==> src/rtl/run_sequencer.sv <==
// Program loader and run controller: streams a program into instruction memory, pulses the
// processor start, then watches for completion or a cycle-limit abort.
module run_sequencer #(
  parameter logic [15:0] TIMEOUT_CYCLES = 16'd1000,
  parameter int unsigned START_PULSE    = 1
) (
  input  logic        clk,
  input  logic        reset,
  input  logic        go,
  input  logic        ld_valid,
  output logic        ld_ready,
  input  logic [8:0]  ld_data,
  input  logic        ld_last,
  output logic        im_we,
  output logic [7:0]  im_addr,
  output logic [8:0]  im_wdata,
  output logic        core_start,
  input  logic        core_done,
  output logic        busy,
  output logic        finished,
  output logic        timeout,
  output logic [15:0] cycle_count,
  output logic [8:0]  word_count
);

  localparam logic [2:0] StIdle    = 3'd0;
  localparam logic [2:0] StLoad    = 3'd1;
  localparam logic [2:0] StStart   = 3'd2;
  localparam logic [2:0] StRun     = 3'd3;
  localparam logic [2:0] StDone    = 3'd4;
  localparam logic [2:0] StTimeout = 3'd5;

  localparam logic [3:0] PulseLast = 4'(START_PULSE - 1);

  logic [2:0]  state_q, state_d;
  logic [7:0]  addr_q, addr_d;
  logic [8:0]  wc_q, wc_d;
  logic [15:0] cyc_q, cyc_d;
  logic        fin_q, fin_d;
  logic        to_q, to_d;
  logic [3:0]  pulse_q, pulse_d;

  logic        accept;
  logic [15:0] cyc_inc;

  assign accept  = ld_valid && (state_q == StLoad);
  assign cyc_inc = cyc_q + 16'd1;

  always_comb begin
    state_d = state_q;
    addr_d  = addr_q;
    wc_d    = wc_q;
    cyc_d   = cyc_q;
    fin_d   = fin_q;
    to_d    = to_q;
    pulse_d = pulse_q;
    case (state_q)
      StIdle, StDone, StTimeout: begin
        if (go) begin
          state_d = StLoad;
          addr_d  = 8'd0;
          wc_d    = 9'd0;
          cyc_d   = 16'd0;
          fin_d   = 1'b0;
          to_d    = 1'b0;
        end
      end
      StLoad: begin
        if (accept) begin
          wc_d   = wc_q + 9'd1;
          addr_d = addr_q + 8'd1;
          // Address 255 is the last slot, so the 256th word ends loading like ld_last.
          if (ld_last || (addr_q == 8'hFF)) begin
            state_d = StStart;
            addr_d  = 8'd0;
            pulse_d = 4'd0;
          end
        end
      end
      StStart: begin
        if (pulse_q == PulseLast) begin
          state_d = StRun;
        end else begin
          pulse_d = pulse_q + 4'd1;
        end
      end
      StRun: begin
        // Completion beats the cycle limit when both land on the same cycle.
        if (core_done) begin
          state_d = StDone;
          fin_d   = 1'b1;
        end else begin
          cyc_d = cyc_inc;
          if (cyc_inc == TIMEOUT_CYCLES) begin
            state_d = StTimeout;
            to_d    = 1'b1;
          end
        end
      end
      default: state_d = StIdle;
    endcase
  end

  always_ff @(posedge clk) begin
    if (reset) begin
      state_q <= StIdle;
      addr_q  <= 8'd0;
      wc_q    <= 9'd0;
      cyc_q   <= 16'd0;
      fin_q   <= 1'b0;
      to_q    <= 1'b0;
      pulse_q <= 4'd0;
    end else begin
      state_q <= state_d;
      addr_q  <= addr_d;
      wc_q    <= wc_d;
      cyc_q   <= cyc_d;
      fin_q   <= fin_d;
      to_q    <= to_d;
      pulse_q <= pulse_d;
    end
  end

  assign ld_ready    = (state_q == StLoad);
  assign im_we       = accept;
  assign im_addr     = addr_q;
  assign im_wdata    = ld_data;
  assign core_start  = (state_q == StStart);
  assign busy        = (state_q == StLoad) || (state_q == StStart) || (state_q == StRun);
  assign finished    = fin_q;
  assign timeout     = to_q;
  assign cycle_count = cyc_q;
  assign word_count  = wc_q;

endmodule
==> config.mk <==
export PLATFORM = sky130hd
export DESIGN_NAME = run_sequencer
export DESIGN_NICKNAME = d
export VERILOG_FILES = /design/src/rtl/run_sequencer.sv
export SDC_FILE = /design/constraint.sdc
export NUM_CORES = 1
export LEC_CHECK = 0
export BUFFER_PORTS_ARGS = -buffer_cell sky130_fd_sc_hd__buf_2
export CAP_MARGIN = 20
export CORE_MARGIN = 3
export CORE_UTILIZATION = 25
export CTS_CLUSTER_DIAMETER = 40
export DETAILED_ROUTE_END_ITERATION = 6
export PLACE_DENSITY_LB_ADDON = 0.2
export RECOVER_POWER = 50
export SETUP_SLACK_MARGIN = 0.2
export SYNTH_ARGS = -nofsm -noshare
export SYNTH_HDL_FRONTEND = slang
export SYNTH_SLANG_ARGS = --single-unit
==> constraint.sdc <==
create_clock -name clk -period 2.1 [get_ports clk]
set_input_delay 0.42 -clock clk [delete_from_list [all_inputs] [get_ports clk]]
set_output_delay 0.42 -clock clk [all_outputs]
set_load 0.05 [all_outputs]
# After elaboration in Yosys (flattened, before gate mapping)
# Cells that the tools add are included.
[op_classes] n_mux=27 n_addsub=4 eq_ne=16 reduce_logical=16
[op_table] operator="$mux 16" count=2
[op_table] operator="$pmux 16 s2" count=1
[op_table] operator="$mux 8" count=3
[op_table] operator="$mux 3" count=6
[op_table] operator="$mux 9" count=2
[op_table] operator="$pmux 9 s2" count=1
[op_table] operator="$add 16x1->16 const B" count=1
[op_table] operator="$eq 16x10->1 const B" count=1
[op_table] operator="$pmux 8 s2" count=1
[op_table] operator="$mux 4" count=3
[op_table] operator="$pmux 3 s4" count=1
[op_table] operator="$ne 2x2->1 const B" count=5
[op_table] operator="$add 9x1->9 const B" count=1
[op_table] operator="$reduce_and 3->1" count=3
[op_table] operator="$add 8x1->8 const B" count=1
[op_table] operator="$eq 8x8->1 const B" count=1
[op_table] operator="$pmux 4 s2" count=1
[op_table] operator="$reduce_and 4->1" count=2
[op_table] operator="$eq 3x2->1 const B" count=2
[op_table] operator="$eq 3x3->1 const B" count=2
[op_table] operator="$ne 2x1->1 const B" count=3
[op_table] operator="$reduce_bool 2->1" count=3
[op_table] operator="$reduce_and 5->1" count=1
[op_table] operator="$add 4x1->4 const B" count=1
[op_table] operator="other kinds (9)" count=15
[word_totals] input_bits=15 elab_cells=70 regBits=42 output_inout_bits=48

# Logic depth before layout (Yosys ltp)
[depth] word_depth=5 ltp_mapped=8 mapped_depth_nobuf=8

# Least setup slack after synthesis
# No wires, ideal clock.
[synth_path] path_type="register -> register" from="reg cyc_q[0], in the netlist cycle_count[0]" to="reg state_q[1]" slack_ns=-0.518 required_ns=1.970 stages_incl_launch_ff=8 n_path_buf=0 arrival_ns=2.487 setup_ns=0.130 synth_period_minus_slack_ns=2.618 cell_sequence="dfxtp_1 > ha_1 > nand3_2 > or3_1 > a211o_1 > nor4_4 > nor3b_2 > o32ai_1"
[synth_between] elab_chain_len=4
[synth_rtl] element="from (decl)" line="38" text="logic [15:0] cyc_q, cyc_d;"
[synth_rtl] element="from (signal assigned)" line="117" text="cyc_q <= cyc_d;"
[synth_rtl] element="$add 16x1->16" line="47" text="assign cyc_inc = cyc_q + 16'd1;"
[synth_rtl] element="$eq 16x10->1" line="94" text="if (cyc_inc == TIMEOUT_CYCLES) begin"
[synth_rtl] element="$ne 3x3->1 (no source line)"
[synth_rtl] element="$reduce_and 5->1 (no source line)"
[synth_rtl] element="to (signal assigned)" line="106" text="state_q <= StIdle;"
[synth_rtl] element="to (signal assigned)" line="114" text="state_q <= state_d;"
[synth_rtl] element="to (decl)" line="35" text="logic [2:0] state_q, state_d;"
# Every way passes these cells.
# A chain may end at the register's enable or synchronous reset.

# Final worst setup path
[layout_path] from="reg cyc_q[1], in the netlist cycle_count[1]" to="reg state_q[1]"
# The elaborated chain is that of the path after synthesis.

==> reports/results.md <==
- width of the chip: 104.6 um
- fraction of the mapped netlist area in adder cells: 0.03090
- share of cell area taken by muxes after synthesis: 0.01236
- vias after detailed routing: 2316
- Die ar.: 0.01094 mm2
- mean routed wirelength per cell: 13.85 um
- Max clock buf depth: 2
- fraction of the mapped netlist area in compound gates: 0.1771
- standby leakage power: 1.012 nW
- Placeable Area: 0.009328 mm2
- sink count of the clock tree: 42
- pre-CTS setup slack: 91.13 ps
- Clk Latency, worst-skew pair: 290 ps
- share of the yosys chip area belonging to registers: 0.3460
- flip-flop and latch count after synthesis: 42
- time the worst path needs with I/O delays and setup: 1953 ps
- Total Power Consumption: 2.036 mW
- DRC errors left: 0
- Synth Area per Inst: 8.293 um2
- largest family of logic cells by synthesized area: simple AND/OR/NAND/NOR gates
- Diodes inserted: 0
- classification of the worst setup path: reg -> reg
- synth warn: 0
- Finished Layout Cells: 477
- Post-Route Utilization: 0.3226
- sw power: 0.7483 mW
- antenna violations before repair: 0
- HPWL after detailed placement: 4.800 mm
- clock skew: 3.646 ps
- number of cells on the critical path: 7
- CP max stage delay: 410 ps
- Post-synth top flop: dfxtp_1
- worst hold path cell count: 2
- root buf cell: clkbuf_8
- maximum number of pins on one net before global-route repair: 20
- global-route wire length before repair: 10.74 mm
- final max-slew violation count: 0
- max capacitance violation total: 0
- Fmax: 512.0 MHz
- tightest slew margin relative to the limit: 0.5786
- IR Drop Worst-Case VDD: 0.0002759 V
- final weighted congestion of routability-driven global placement: 0.7887
- number of instances in the synthesized netlist: 293
- overall global routing resource usage: 0.1201
- Std-Cell Rows: 35
- combined area of all synthesized cells: 0.002430 mm2
- CTS tree: yes
- maximum level of the CTS H-tree: 2
- number of detailed-routing iterations run before antenna repair: 4
- required time at the worst-slack endpoint: 2270 ps
- min setup slack post-route: 147.0 ps
- share of post-route cells with drive strength above 1: 0.2270
- Area growth, synth to finish: 23.84%
- RSZ-0062 raised after global routing: yes
- type of the most critical hold path: in -> reg
- run status: complete, no violations
- endpoints failing setup: 0
- number of nets in the synthesized netlist: 314
- Power Dens Cells: 676.7 mW/mm2
- parity-gate share of the synthesized area counting xor and xnor cells: 0.07209
- input/output buffers: 44
- Logic pwr share: 0.305
- cells along the critical path: ha_4 > nand2_2 > or4_4 > a211o_1 > nor4_4 > nor3b_4 > o32ai_1
- buffer and inverter count on the worst path: 0
- ports placed on the boundary: 63
- actual slew at the worst max-slew pin: 634.9 ps
- fraction of synthesis flops using an asynchronous set or reset pin: 0
- final period utilization: 0.9300
- EDFF count, synth: 0
- gate family responsible for the most delay along the worst path: simple AND/OR/NAND/NOR gates
- share of synthesized cell area in and, or, nand and nor gates: 0.2817
- Flop pwr share: 0.425
- fill cell total of the finished layout: 1026
- final-report hold violation count: 0
- post-route antenna net violation count: 0
- wire length after detailed routing: 6.608 mm
- Net Sw Frac: 0.3675
- startpoint types: register
- total negative slack for setup checks: 0 ps
- vertical die dimension: 104.6 um
- crit-path max FO: 4
- Max stage delay cell, worst path: or4_4
- clock network power share: 0.271
- detailed router's first-iteration violation count: 137
- CP endpoint kind: register
- placed cell count: 461
- global-route congestion overflow total: 0
- clock-pin slew on the worst setup and hold paths: 80 ps
- arrival time at the worst endpoint: 2130 ps
- distinct cell type count after synthesis: 54
- depth of the most critical reg-to-reg path: 7
- Starting Density: 0.2605
- CTS Buf Count: 5
- Int Pwr: 1.288 mW
- nets: 368
- number of global-route vias before repair: 2170
- Via density: 4.855
-- final cells by class --
type / instances / area (um2) / share of cell area
well taps: 129 / 161.4 / 0.05364
flip-flops and latches: 42 / 874.6 / 0.2906
clock buffers: 7 / 86.33 / 0.02869
clock inverters: 1 / 5.005 / 0.001663
inverters: 6 / 22.52 / 0.007484
repair buffers: 72 / 387.9 / 0.1289
multi-input cells: 220 / 1471 / 0.4890
-- through the flow --
step	area [um2]	hold slack [ps]
after floorplan	2501	436.1
after global placement	2861	470.7
after detailed placement	2861	467.0
after CTS	3005	426.4
after global routing	3009	429.6
final	3009	434.1
-- sequential cells by signal, summed over array words and instances, names as in the netlist --
signal and flops:
timeout 1, word_count 9, cycle_count 16, pulse_q 4
finished 1, im_addr 8, state_q 3
-- cell families (layout without fill, tap and decap cells) --
logic type | after synthesis | in the layout
compound gates | 64 | 64
xor+xnor | 20 | 20
fa+ha+maj | 6 | 6
buf+inv | 31 | 86
flops | 42 | 42
mux | 3 | 3
simple gates | 127 | 127
-- repair_timing --
action	in CTS	in global routing
gates cloned	0	0
buffers inserted	4	4
hold buffers	0	0
endpoints found under the setup margin	7	19
resized for setup	7	8
pin swaps	0	0
-- cells in the final DEF (no fill, tap or decap), types with 11 or more instances in the layout --
cell type / count
a21oi_1: 16
buf_4: 29
clkbuf_1: 37
dfxtp_1: 27
nand2_1: 14
nand3_1: 11
nor2_1: 46
o21ai_0: 15
xor2_1: 11
-- power groups by stage --
stage / Clock, mW / Sequential, mW / Combinational [mW]
final: 0.551 / 0.865 / 0.620
after global routing: 0.609 / 0.871 / 0.680
after CTS: 0.580 / 0.865 / 0.623
after detailed placement: 0 / 0.884 / 0.603
after global placement: 0 / 0.885 / 0.604
after floorplan: 0 / 0.921 / 0.416
-- metal layers --
| metal | vias to the layer above | wire (um) | track usage |
|---|---|---|---|
| met1 | 1094 | 3198 | 0.1590 |
| met4 | 0 | 111 | 0.04030 |
| met2 | 57 | 2941 | 0.1914 |
| met3 | 7 | 357 | 0.02965 |
| li1 | 1158 | - | - |
| met5 | - | 0 | 0 |
-- worst reg2reg max path: cells and delay by family, from the launching register on --
kind                     cells  cell delay (ps)
AND/OR/NAND/NOR              4              900
AO/OA/AOI/OAI                2              410
flip-flops                   1              390
adder cells (fa/ha/maj)      1              130
-- final timing paths --
check,end,start,slack (ps)
min,state_q[2],core_done,430
min reg2reg,pulse_q[3],pulse_q[3],490
max reg2reg,state_q[1],cycle_count[1],150
max,state_q[1],cycle_count[1],150
-- synthesized netlist by cell type, drive strengths merged (2+ instances only) --
cell	n	area, um2
a211oi	2	15.01
a21bo	2	20.02
a21oi	17	85.08
a22oi	2	15.01
a311oi	9	78.83
a41oi	4	35.03
and3	7	43.79
and4	4	35.03
buf	15	122.6
clkbuf	10	48.79
dfxtp	42	840.8
ha	6	75.07
inv	6	22.52
mux2i	3	30.03
nand2	16	60.06
nand2b	5	31.28
nand3	12	65.06
nand4	10	77.57
nor2	47	176.4
nor3	8	40.04
nor3b	3	32.53
nor4	4	40.04
o21a	2	15.01
o21ai	15	75.07
o31a	2	17.52
or3	2	12.51
or4	2	16.27
xnor2	9	78.83
xor2	11	96.34
(Power assumes the default switching activity.)
